## config.mk

```make
export PLATFORM = sky130hd
export DESIGN_NAME = mmio_board_input_reader
export DESIGN_NICKNAME = d
export VERILOG_FILES = /design/src/rtl/mmio_board_input_reader_pkg.sv /design/src/rtl/mmio_board_input_reader_debounce_bit.sv /design/src/rtl/mmio_board_input_reader.sv
export SDC_FILE = /design/constraint.sdc
export NUM_CORES = 1
export LEC_CHECK = 0
export CAP_MARGIN = 0
export CORE_MARGIN = 10
export CORE_UTILIZATION = 60
export CTS_CLUSTER_SIZE = 20
export DETAILED_ROUTE_END_ITERATION = 8
export DONT_BUFFER_PORTS = 1
export PLACE_DENSITY_LB_ADDON = 0.25
export SETUP_SLACK_MARGIN = 0.4
export SLEW_MARGIN = 0
export SYNTH_ARGS = -nofsm -noshare
export SYNTH_HDL_FRONTEND = slang
export SYNTH_SLANG_ARGS = --single-unit
```

## constraint.sdc

```tcl
create_clock -name clk -period 2.2 [get_ports clk]
set_clock_uncertainty 0.15 [all_clocks]
set_input_delay 0.22 -clock clk [delete_from_list [all_inputs] [get_ports clk]]
set_output_delay 0.22 -clock clk [all_outputs]
set_load 0.02 [all_outputs]
```

## src/rtl/mmio_board_input_reader_pkg.sv

```systemverilog
// Shared I/O map for the board input reader: slot base, register offsets and default widths.
// Also used by the pipeline address decoder to recognise the input slot.
package mmio_board_input_reader_pkg;

  localparam int unsigned NKEY_DEF = 5;
  localparam int unsigned NSW_DEF  = 6;
  localparam int unsigned DATA_W   = 32;
  localparam int unsigned ADDR_W   = 4;

  localparam logic [DATA_W-1:0] IO_SLOT_BASE = 32'hFFFF_FC70;

  localparam logic [ADDR_W-1:0] OFF_KEY_STATE = 4'h0;
  localparam logic [ADDR_W-1:0] OFF_SW_STATE  = 4'h4;
  localparam logic [ADDR_W-1:0] OFF_KEY_EVENT = 4'h8;
  localparam logic [ADDR_W-1:0] OFF_IRQ_EN    = 4'hC;

  // Word select within the slot; byte lanes addr[1:0] are ignored.
  typedef enum logic [1:0] {
    REG_KEY_STATE = OFF_KEY_STATE[3:2],
    REG_SW_STATE  = OFF_SW_STATE[3:2],
    REG_KEY_EVENT = OFF_KEY_EVENT[3:2],
    REG_IRQ_EN    = OFF_IRQ_EN[3:2]
  } reg_sel_e;

  function automatic logic in_io_slot(input logic [DATA_W-1:0] byte_addr);
    return (byte_addr & ~32'h0000_000F) == IO_SLOT_BASE;
  endfunction

endpackage

```

## src/rtl/mmio_board_input_reader_debounce_bit.sv

```systemverilog
// One input bit: two-flop synchroniser, stability counter and debounced state.
// rise_c pulses combinationally on the edge where stable goes 0->1.
module mmio_board_input_reader_debounce_bit #(
  parameter int unsigned DEBOUNCE_CYCLES = 20000,
  parameter int unsigned CNT_W           = 15
) (
  input  logic clk,
  input  logic rst,
  input  logic pin,
  output logic stable,
  output logic rise_c
);

  logic             s1;
  logic             s2;
  logic [CNT_W-1:0] cnt;
  logic             differ_c;
  logic             done_c;

  assign differ_c = (s2 != stable);
  assign done_c   = differ_c && (cnt == CNT_W'(DEBOUNCE_CYCLES - 1));
  assign rise_c   = done_c && s2;

  // Counter only runs while the synced value disagrees, so it never wraps.
  always_ff @(posedge clk) begin
    if (rst) begin
      s1     <= 1'b0;
      s2     <= 1'b0;
      cnt    <= '0;
      stable <= 1'b0;
    end else begin
      s1 <= pin;
      s2 <= s1;
      if (done_c) begin
        stable <= s2;
        cnt    <= '0;
      end else if (differ_c) begin
        cnt <= cnt + CNT_W'(1);
      end else begin
        cnt <= '0;
      end
    end
  end

endmodule

```

## src/rtl/mmio_board_input_reader.sv

```systemverilog
// CPU-facing reader for board keys and switches: debounced state, latched key-press
// events with write-1-to-clear, per-key IRQ enable and a 1-cycle registered MMIO read.
module mmio_board_input_reader
  import mmio_board_input_reader_pkg::*;
#(
  parameter int unsigned DEBOUNCE_CYCLES = 20000,
  parameter int unsigned CNT_W           = 15,
  parameter int unsigned NKEY            = NKEY_DEF,
  parameter int unsigned NSW             = NSW_DEF
) (
  input  logic              clk,
  input  logic              rst,
  input  logic [NKEY-1:0]   key,
  input  logic [NSW-1:0]    Switch,
  input  logic              cs,
  input  logic              we,
  input  logic [ADDR_W-1:0] addr,
  input  logic [DATA_W-1:0] wdata,
  output logic [DATA_W-1:0] rdata,
  output logic              irq
);

  logic [NKEY-1:0]   key_stable;
  logic [NKEY-1:0]   key_rise_c;
  logic [NSW-1:0]    sw_stable;
  logic [NSW-1:0]    unused_sw_rise;
  logic              unused_bits;

  logic [NKEY-1:0]   key_event;
  logic [NKEY-1:0]   irq_en;
  logic [NKEY-1:0]   key_event_nx_c;
  logic [NKEY-1:0]   irq_en_nx_c;
  logic [NKEY-1:0]   w1c_c;
  logic [DATA_W-1:0] rdata_nx_c;
  reg_sel_e          sel_c;
  logic              wr_c;
  logic              rd_c;

  for (genvar i = 0; i < NKEY; i++) begin : g_key
    mmio_board_input_reader_debounce_bit #(
      .DEBOUNCE_CYCLES (DEBOUNCE_CYCLES),
      .CNT_W           (CNT_W)
    ) u_db (
      .clk    (clk),
      .rst    (rst),
      .pin    (key[i]),
      .stable (key_stable[i]),
      .rise_c (key_rise_c[i])
    );
  end

  // Switches report level only; their rise pulses are not used.
  for (genvar i = 0; i < NSW; i++) begin : g_sw
    mmio_board_input_reader_debounce_bit #(
      .DEBOUNCE_CYCLES (DEBOUNCE_CYCLES),
      .CNT_W           (CNT_W)
    ) u_db (
      .clk    (clk),
      .rst    (rst),
      .pin    (Switch[i]),
      .stable (sw_stable[i]),
      .rise_c (unused_sw_rise[i])
    );
  end

  assign unused_bits = ^{addr[1:0], wdata[DATA_W-1:NKEY]};

  // Register-file next state; a new press beats a same-cycle clear.
  always_comb begin
    sel_c          = reg_sel_e'(addr[3:2]);
    wr_c           = cs & we;
    rd_c           = cs & ~we;
    w1c_c          = '0;
    irq_en_nx_c    = irq_en;
    rdata_nx_c     = '0;
    if (wr_c && (sel_c == REG_KEY_EVENT)) begin
      w1c_c = wdata[NKEY-1:0];
    end
    if (wr_c && (sel_c == REG_IRQ_EN)) begin
      irq_en_nx_c = wdata[NKEY-1:0];
    end
    key_event_nx_c = (key_event & ~w1c_c) | key_rise_c;
    case (sel_c)
      REG_KEY_STATE: rdata_nx_c = DATA_W'(key_stable);
      REG_SW_STATE:  rdata_nx_c = DATA_W'(sw_stable);
      REG_KEY_EVENT: rdata_nx_c = DATA_W'(key_event);
      REG_IRQ_EN:    rdata_nx_c = DATA_W'(irq_en);
      default:       rdata_nx_c = '0;
    endcase
  end

  always_ff @(posedge clk) begin
    if (rst) begin
      key_event <= '0;
      irq_en    <= '0;
      rdata     <= '0;
      irq       <= 1'b0;
    end else begin
      key_event <= key_event_nx_c;
      irq_en    <= irq_en_nx_c;
      irq       <= |(key_event_nx_c & irq_en_nx_c);
      if (rd_c) begin
        rdata <= rdata_nx_c;
      end
    end
  end

endmodule
```

Word level (Yosys, flattened, before mapping)
Cells that the tools add are included.
- bits in registers: 241
- bits of input ports: 51
- logic and storage cells: 136
- output and inout bits: 33
- reductions and logical operators: 31
- muxes and demuxes: 3
- $add $sub $neg: 11
- eq/ne operators: 25
- bitwise gates (word level): 18
- operator list (operator ; count):
    adder 15 x 1 -> 15 bit, second input constant ; 11
    equality test 15 bit, second input constant ; 11
    case mux 32 bit (4 select lines) ; 1
    OR reduction 3 bit ; 11
    logical AND 1 bit ; 18
    NOT 1 bit ; 12
    inequality test 1 bit ; 11
    bitwise AND 5 bit ; 2
    two-way mux 5 bit ; 2
    NOT 5 bit ; 1
    bitwise OR 5 bit ; 1
    OR reduction 5 bit ; 1
    equality test 2 bit, second input constant ; 2
    bitwise AND 1 bit ; 2
    equality test 2 x 1 -> 1 bit, second input constant ; 1
    logical NOT 2 bit ; 1

Depth between registers and ports, before layout
Gate-level depths: netlist of run 1.
- depth after elaboration: 8
- mapped depth: 8
- gate-level depth less buffers: 6

By module
From an unflattened synthesis of run 1, not the netlist that was laid out.
- cell total of the unflattened synthesis: 967
- area, all modules: 9517.9 um^2
- by module, submodules not included (module ; cells each ; instances ; seq. area each (um^2) ; area an instance (um^2)):
    mmio_board_input_reader_debounce_bit ; 78 ; 11 ; 360.3 ; 769.5
    mmio_board_input_reader ; 109 ; 1 ; 340.3 ; 1053.5

Worst setup path before layout of run 1
No wires, ideal clock.
- kind: register -> register
- start: register g_key[1].u_db.cnt[0]
- end: register irq
- data required time: 1.973 ns
- setup time: 0.077 ns
- stages on the path, launching flop included: 7
- buffers on the path: 0
- setup slack: 0.234 ns
- clock period less this slack: 1.966 ns
- data arrival time: 1.740 ns
- cells stage by stage: dfxtp_1 ha_1 nand3_1 or4b_1 nor4_1 o21ai_0 a41oi_2
- longest elaborated chain between the ends: 6
- RTL lines (what ; line ; RTL):
    start, declared ; mmio_board_input_reader_debounce_bit.sv:16 ; logic [CNT_W-1:0] cnt;
    start signal, assigned ; mmio_board_input_reader_debounce_bit.sv:38 ; cnt <= cnt + CNT_W'(1);
    equality test 15 bit ; mmio_board_input_reader_debounce_bit.sv:21 ; assign done_c = differ_c && (cnt == CNT_W'(DEBOUNCE_CYCLES - 1));
    logical AND 1 bit ; mmio_board_input_reader_debounce_bit.sv:21 ;
    logical AND 1 bit ; mmio_board_input_reader_debounce_bit.sv:22 ; assign rise_c = done_c && s2;
    bitwise OR 5 bit ; mmio_board_input_reader.sv:82 ; key_event_nx_c = (key_event & ~w1c_c) | key_rise_c;
    bitwise AND 5 bit ; mmio_board_input_reader.sv:101 ; irq <= |(key_event_nx_c & irq_en_nx_c);
    OR reduction 5 bit ; mmio_board_input_reader.sv:101 ;
    end signal, assigned ; mmio_board_input_reader.sv:101 ;
    end, declared ; mmio_board_input_reader.sv:20 ; output logic irq
No other way between the ends.
A chain may end at the register's enable or synchronous reset.

Final worst setup path of run 1
- start: register g_key[0].u_db.cnt[5]
- end: register irq
- longest elaborated chain between the ends: 6
- RTL lines (what ; line):
    start, declared ; mmio_board_input_reader_debounce_bit.sv:16
    start signal, assigned ; mmio_board_input_reader_debounce_bit.sv:38
    equality test 15 bit ; mmio_board_input_reader_debounce_bit.sv:21
    logical AND 1 bit ; mmio_board_input_reader_debounce_bit.sv:21
    logical AND 1 bit ; mmio_board_input_reader_debounce_bit.sv:22
    bitwise OR 5 bit ; mmio_board_input_reader.sv:82
    bitwise AND 5 bit ; mmio_board_input_reader.sv:101
    OR reduction 5 bit ; mmio_board_input_reader.sv:101
No other way between the ends.

==> impl_metrics.yaml, run 1 <==
global_route:
  gr-total-overflow: 0
  grt_max_degree: 62
  first_global_vias: 6328
  grt_pass1_wl_um: 28600
  antenna_found_initial: 1
  grt_usage_pct: 16.3
clocking:
  cts_tree: "done"
  cts_max_level: 1
  cts_root_buf: "clkbuf_16"
  clock_path_buffers: 3
  numCtsBuffers: 22
  clock_latency_ns: 0.50
  clkSlewWorstSetupHoldPaths_ns: 0.06
  cts_sinks: 215
yosys:
  yosysSeqAreaShare_pct: 47.3
  synth-edff-count: 0
  netlist_area_um2: 9100
  ys_types: 48
  async_flop_share_pct: 0
  syn-mean-instance-area_um2: 9.06
  yosysWarnings: 0
  postSynthCellCount: 1005
  ys.flop_type: "dfxtp_1"
  ys_ff_latch: 215
floorplanning:
  rows: 44
  die_area_um2: 20500
  initial_core_util_pct: 61.9
  ios: 84
  die_h_um: 143
  die_width_um: 143
  core_area_um2: 14700
placed_design:
  dpl_cell_area_um2: 9180
  io_buffers: 0
  dp.cells: 1169
  gp_congestion: 0.809
  dp_hpwl_um: 10800
critical_path:
  cp.arrival_ns: 2.24
  start_kind: "register"
  crit_type: "reg -> reg"
  required_ns: 2.47
  cp_max_fo: 3
  setup.worst_path.end_class: "register"
pwr:
  pwr_density_cell_nw_per_um2: 757
  comb_power_share_pct: 2.5
  p_sw_uw: 1620
  p_leak_uw: 0.00359
  power.internal_uw: 6500
  p_sw_share_pct: 19.9
  p_clk_share_pct: 49.0
  total_power_uw: 8120
  pwr-share-seq_pct: 48.5
  ir_drop_mv: 0.761
sta:
  whs_ns: 0.00933
  hold_viol: 0
  max_freq_mhz: 508
  rsz0062_at_grt: "true"
  tns_ns: 0
  setup_viol: 0
  finalCriticalPeriod_ns: 1.97
  final-max-slew-violation-count: 0
  fin_crit_sh_pct: 89.4
detailed_routing:
  drt_iter0_drc: 347
  wirelength_um: 17700
  viasPerCell: 5.31
  dr.pass1.iters: 4
  wl_per_cell_um: 14.2
  drcViolationCount: 0
  via_count: 6631
  ant_nets: 0
flow_run:
  drv_cap: 0
outcome:
  status: "completed"
worst_hold_path:
  hold_path.class: "in -> reg"
layout:
  final_cells: 1249
  fin_area_um2: 10700
  syn_to_final_growth_pct: 17.7
  fin_nets: 1111
  drive_gt1_share_pct: 14.9
==> timing repair <==
action,CTS,global route
hold endpoints to repair,188,0
gates resized for setup,33,77
hold buffers,24,0
setup endpoints to repair,143,146
pin swaps,15,32
gates cloned,3,1
setup buffers,8,4
==> stage by stage <==
| stage | utilization (%) | setup slack [ns] |
|---|---|---|
| floorplan | - | 0.337 |
| global placement | 62.4 | 0.218 |
| detailed placement | 62.4 | 0.127 |
| CTS | 70.9 | 0.222 |
| global route | 72.9 | 0.160 |
| finish | 72.9 | 0.233 |
==> flip-flops by register name, indices dropped and copies added (netlist names) <==
register and cells:
g_sw.u_db.s1 6, key_event 5, irq_en 5, g_key.u_db.stable 5
g_sw.u_db.s2 6, rdata 6, g_key.u_db.s1 5, irq 1
g_sw.u_db.stable 6, g_sw.u_db.cnt 90, g_key.u_db.cnt 75, g_key.u_db.s2 5
==> cell usage after synthesis, drive strengths merged (2+ instances only) <==
cell type | count | area share, %
dfxtp | 215 | 47
nor2 | 206 | 8.5
xor2 | 76 | 7.3
xnor2 | 73 | 7.0
nand2 | 68 | 2.8
nand3 | 47 | 2.6
nand4 | 40 | 2.7
buf | 35 | 2.8
nor2b | 27 | 1.9
and3 | 26 | 1.8
nor3 | 26 | 1.5
inv | 25 | 1.0
clkbuf | 15 | 0.62
mux2i | 13 | 1.4
nor4 | 13 | 1.1
a21oi | 12 | 0.66
ha | 11 | 1.5
and4 | 9 | 0.87
or3 | 8 | 0.55
nor4b | 7 | 0.67
and2 | 6 | 0.41
o21ai | 6 | 0.33
mux4 | 5 | 1.2
nand2b | 5 | 0.34
or2 | 5 | 0.34
nand4b | 3 | 0.29
or4b | 3 | 0.33
a21boi | 2 | 0.16
a21o | 2 | 0.16
and4b | 2 | 0.22
mux2 | 2 | 0.25
o21ba | 2 | 0.22
or4 | 2 | 0.21
==> worst max-delay path: stages (launching register included) <==
cell and delay (ns):
dfxtp_4 0.34, or4_4 0.52, nor4_4 0.37, a32oi_2 0.18, o22a_1 0.22, a41oi_2 0.13
==> power by group through the flow <==
stage / clock network [uW] / logic [uW] / registers (uW)
finish: 3980 / 200 / 3930
global route: 4180 / 216 / 3940
CTS: 4050 / 187 / 3930
detailed placement: 0 / 118 / 4020
global placement: 0 / 117 / 4020
floorplan: 0 / 161 / 4020
==> cell type report <==
class,instances,area (um2)
diodes,1,2.50
multi-input cells,742,4830
inverters,25,93.8
well taps,184,230
flip-flops and latches,215,4330
clock inverters,9,145
fillers,1044,3980
clock buffers,30,642
repair buffers,43,439
==> cells by family after synthesis <==
logic type      count (synthesis)  synth area share, %
buf+inv                        75                 4.44
simple gates                  506                 27.5
compound gates                 28                 2.01
other cells                     1               0.0412
mux                            20                 2.91
fa+ha+maj                      11                 1.51
flops                         215                 47.3
xor+xnor                      149                 14.3
==> cells in the final DEF (no fill, tap or decap), drive strengths merged, types with 13 or more instances in the layout <==
cell type    count
nor4            13
dfxtp          215
nand2           69
and3            26
xor2            76
conb            26
nand4           40
nor2           206
nor2b           27
nand3           47
mux2i           13
dlygate4sd3     23
xnor2           73
inv             25
clkbuf          31
buf             19
nor3            26
==> path summary, 6_finish.rpt <==
check	start	endpoint	slack (ns)	cells after the start
setup / recovery	g_key[0].u_db.cnt[5]	irq	0.23	5
hold / removal	addr[3]	rdata[1]	0.009	3
setup reg to reg	g_key[0].u_db.cnt[5]	irq	0.23	5
hold reg to reg	g_key[0].u_db.cnt[0]	g_key[0].u_db.cnt[0]	0.28	1
==> per-layer routing <==
layer	part of all wire, %	vias up	GRT usage, %	routed length (um)
met5	0	-	0	0
met4	2.6	0	5.32	465
met3	4.0	32	3.45	705
met2	47	95	27.6	8390
met1	46	3098	20.2	8150
li1	-	3406	-	-
(Power assumes the default switching activity.)
==> run 2, diff against run 1 <==
- SYNTH_HIERARCHICAL: not set -> 1
==> impl_metrics.yaml, run 2 <==
pwr:
  pwr_density_cell_nw_per_um2: 719
  ir_drop_mv: 0.593
  p_leak_uw: 0.00398
sta:
  setup_viol: 0
  tns_ns: 0
  finalCriticalPeriod_ns: 1.89
  final-max-slew-violation-count: 0
  fin_crit_sh_pct: 86.0
  hold_viol: 0
  rsz0062_at_grt: "true"
  max_freq_mhz: 529
  whs_ns: 0.178
clocking:
  cts_sinks: 215
  clock_path_buffers: 3
  cts_max_level: 1
  clkSlewWorstSetupHoldPaths_ns: 0.06
  cts_tree: "done"
  numCtsBuffers: 23
  cts_root_buf: "clkbuf_16"
  clock_latency_ns: 0.50
floorplanning:
  die_width_um: 146
  initial_core_util_pct: 61.9
  rows: 45
  die_h_um: 146
  core_area_um2: 15300
  die_area_um2: 21200
  ios: 84
critical_path:
  crit_type: "reg -> reg"
  worstReg2RegStart: "g_key[1].u_db/cnt[1]"
  crit_family: "simple AND/OR/NAND/NOR gates"
  r2r_cells: 8
  cp_max_fo: 3
  slowest_delay_ns: 0.36
  required_ns: 2.48
  cp_cell_sequence: "ha_4 -> and4_4 -> nand4_1 -> nor3b_2 -> inv_1 -> a32oi_2 -> a22oi_2 -> a41oi_2"
  reg2reg_to: "irq"
  cpMaxStageDelayCell: "dfxtp_4"
  cp.arrival_ns: 2.17
  setup.worst_path.end_class: "register"
  path_buf_inv: 1
  start_kind: "register"
  rrSetupSlack_ns: 0.31
detailed_routing:
  viasPerCell: 5.38
  wl_per_cell_um: 14.3
  via_count: 6697
  dr.pass1.iters: 5
  wirelength_um: 17800
  drcViolationCount: 0
  ant_nets: 0
  drt_iter0_drc: 269
outcome:
  status: "completed"
global_route:
  grt_pass1_wl_um: 29800
  grt_max_degree: 54
  first_global_vias: 6361
  antenna_found_initial: 0
  grt_usage_pct: 15.9
  gr-total-overflow: 0
worst_hold_path:
  holdPathStages: 2
  hold_path.class: "in -> reg"
  min-delay-start: "rst"
  hold_end: "g_sw[1].u_db/s2"
layout:
  syn_to_final_growth_pct: 15.1
  final_cell_mix: "205 x dfxtp_1, 153 x nor2_1, 88 x xor2_1"
  diodes: 0
  layout_commonest_cell: "dfxtp_1"
  fill_cells: 1140
  largest_register_ffs: 90
  fin_nets: 1078
  drive_gt1_share_pct: 16.2
  top_register: "g_sw.u_db/cnt"
  reg_top3: "g_sw.u_db/cnt: 90 flops, g_key.u_db/cnt: 75 flops"
placed_design:
  dp_hpwl_um: 11300
  gp_congestion: 0.809
  io_buffers: 0
yosys:
  netlist_area_um2: 9470
  syn-mean-instance-area_um2: 9.86
  yosysWarnings: 6
  postSynthCellCount: 961
flow_run:
  drv_cap: 0
==> run 2: power by group <==
part           leakage, uW  internal [uW]  switching, uW
registers          0.00174           3920           17.6
clock network     0.000363           2220           1470
logic              0.00187           78.7            133
total              0.00398           6220           1620
==> run 2: final cells by class <==
type / instances / area [um2] / share of cell area (%)
clock inverter: 6 / 58.8 / 0.539
clock buffer: 36 / 674 / 6.18
multi-input combinational: 729 / 5130 / 47.1
sequential: 215 / 4320 / 39.7
timing repair buffer: 44 / 438 / 4.02
tap: 211 / 264 / 2.42
inverter: 3 / 11.3 / 0.103
==> run 2: what timing repair did <==
item	4_1_cts	5_1_grt
endpoints found under the setup margin	12	108
resized for setup	6	36
hold buffers	28	0
endpoints found under the hold margin	215	0
pin swaps	3	10
cloned	0	2
buffers inserted	2	8
==> run 2: layer usage <==
metal	vias up	GRT usage, %	wire length [um]
met3	26	2.64	634
li1	3441	-	-
met2	97	25.7	8320
met1	3133	21.3	8550
met4	0	4.70	319
met5	-	0	0
==> run 2: how the worst max path moves through the flow <==
stage                     end  depth (start not counted)                 start
after floorplan           irq                          8  g_key[1].u_db/cnt[1]
after global placement    irq                          6  g_key[2].u_db/cnt[0]
after detailed placement  irq                          8  g_key[1].u_db/cnt[0]
after CTS                 irq                          8  g_key[1].u_db/cnt[1]
after global routing      irq                          8  g_key[1].u_db/cnt[1]
final                     irq                          8  g_key[1].u_db/cnt[1]
==> run 2: metrics by stage <==
stage | cell area, um2 | total power (uW) | worst slack (ns) | utilization, % | instances
floorplan | 9590 | 4170 | 0.329 | - | 986
global placement | 9590 | 4140 | 0.246 | 62.6 | 1162
detailed placement | 9590 | 4140 | 0.225 | 62.6 | 1162
CTS | 10700 | 7910 | 0.235 | 69.7 | 1234
global route | 10900 | 8090 | 0.207 | 71.2 | 1244
finish | 10900 | 7840 | 0.309 | 71.2 | 1244
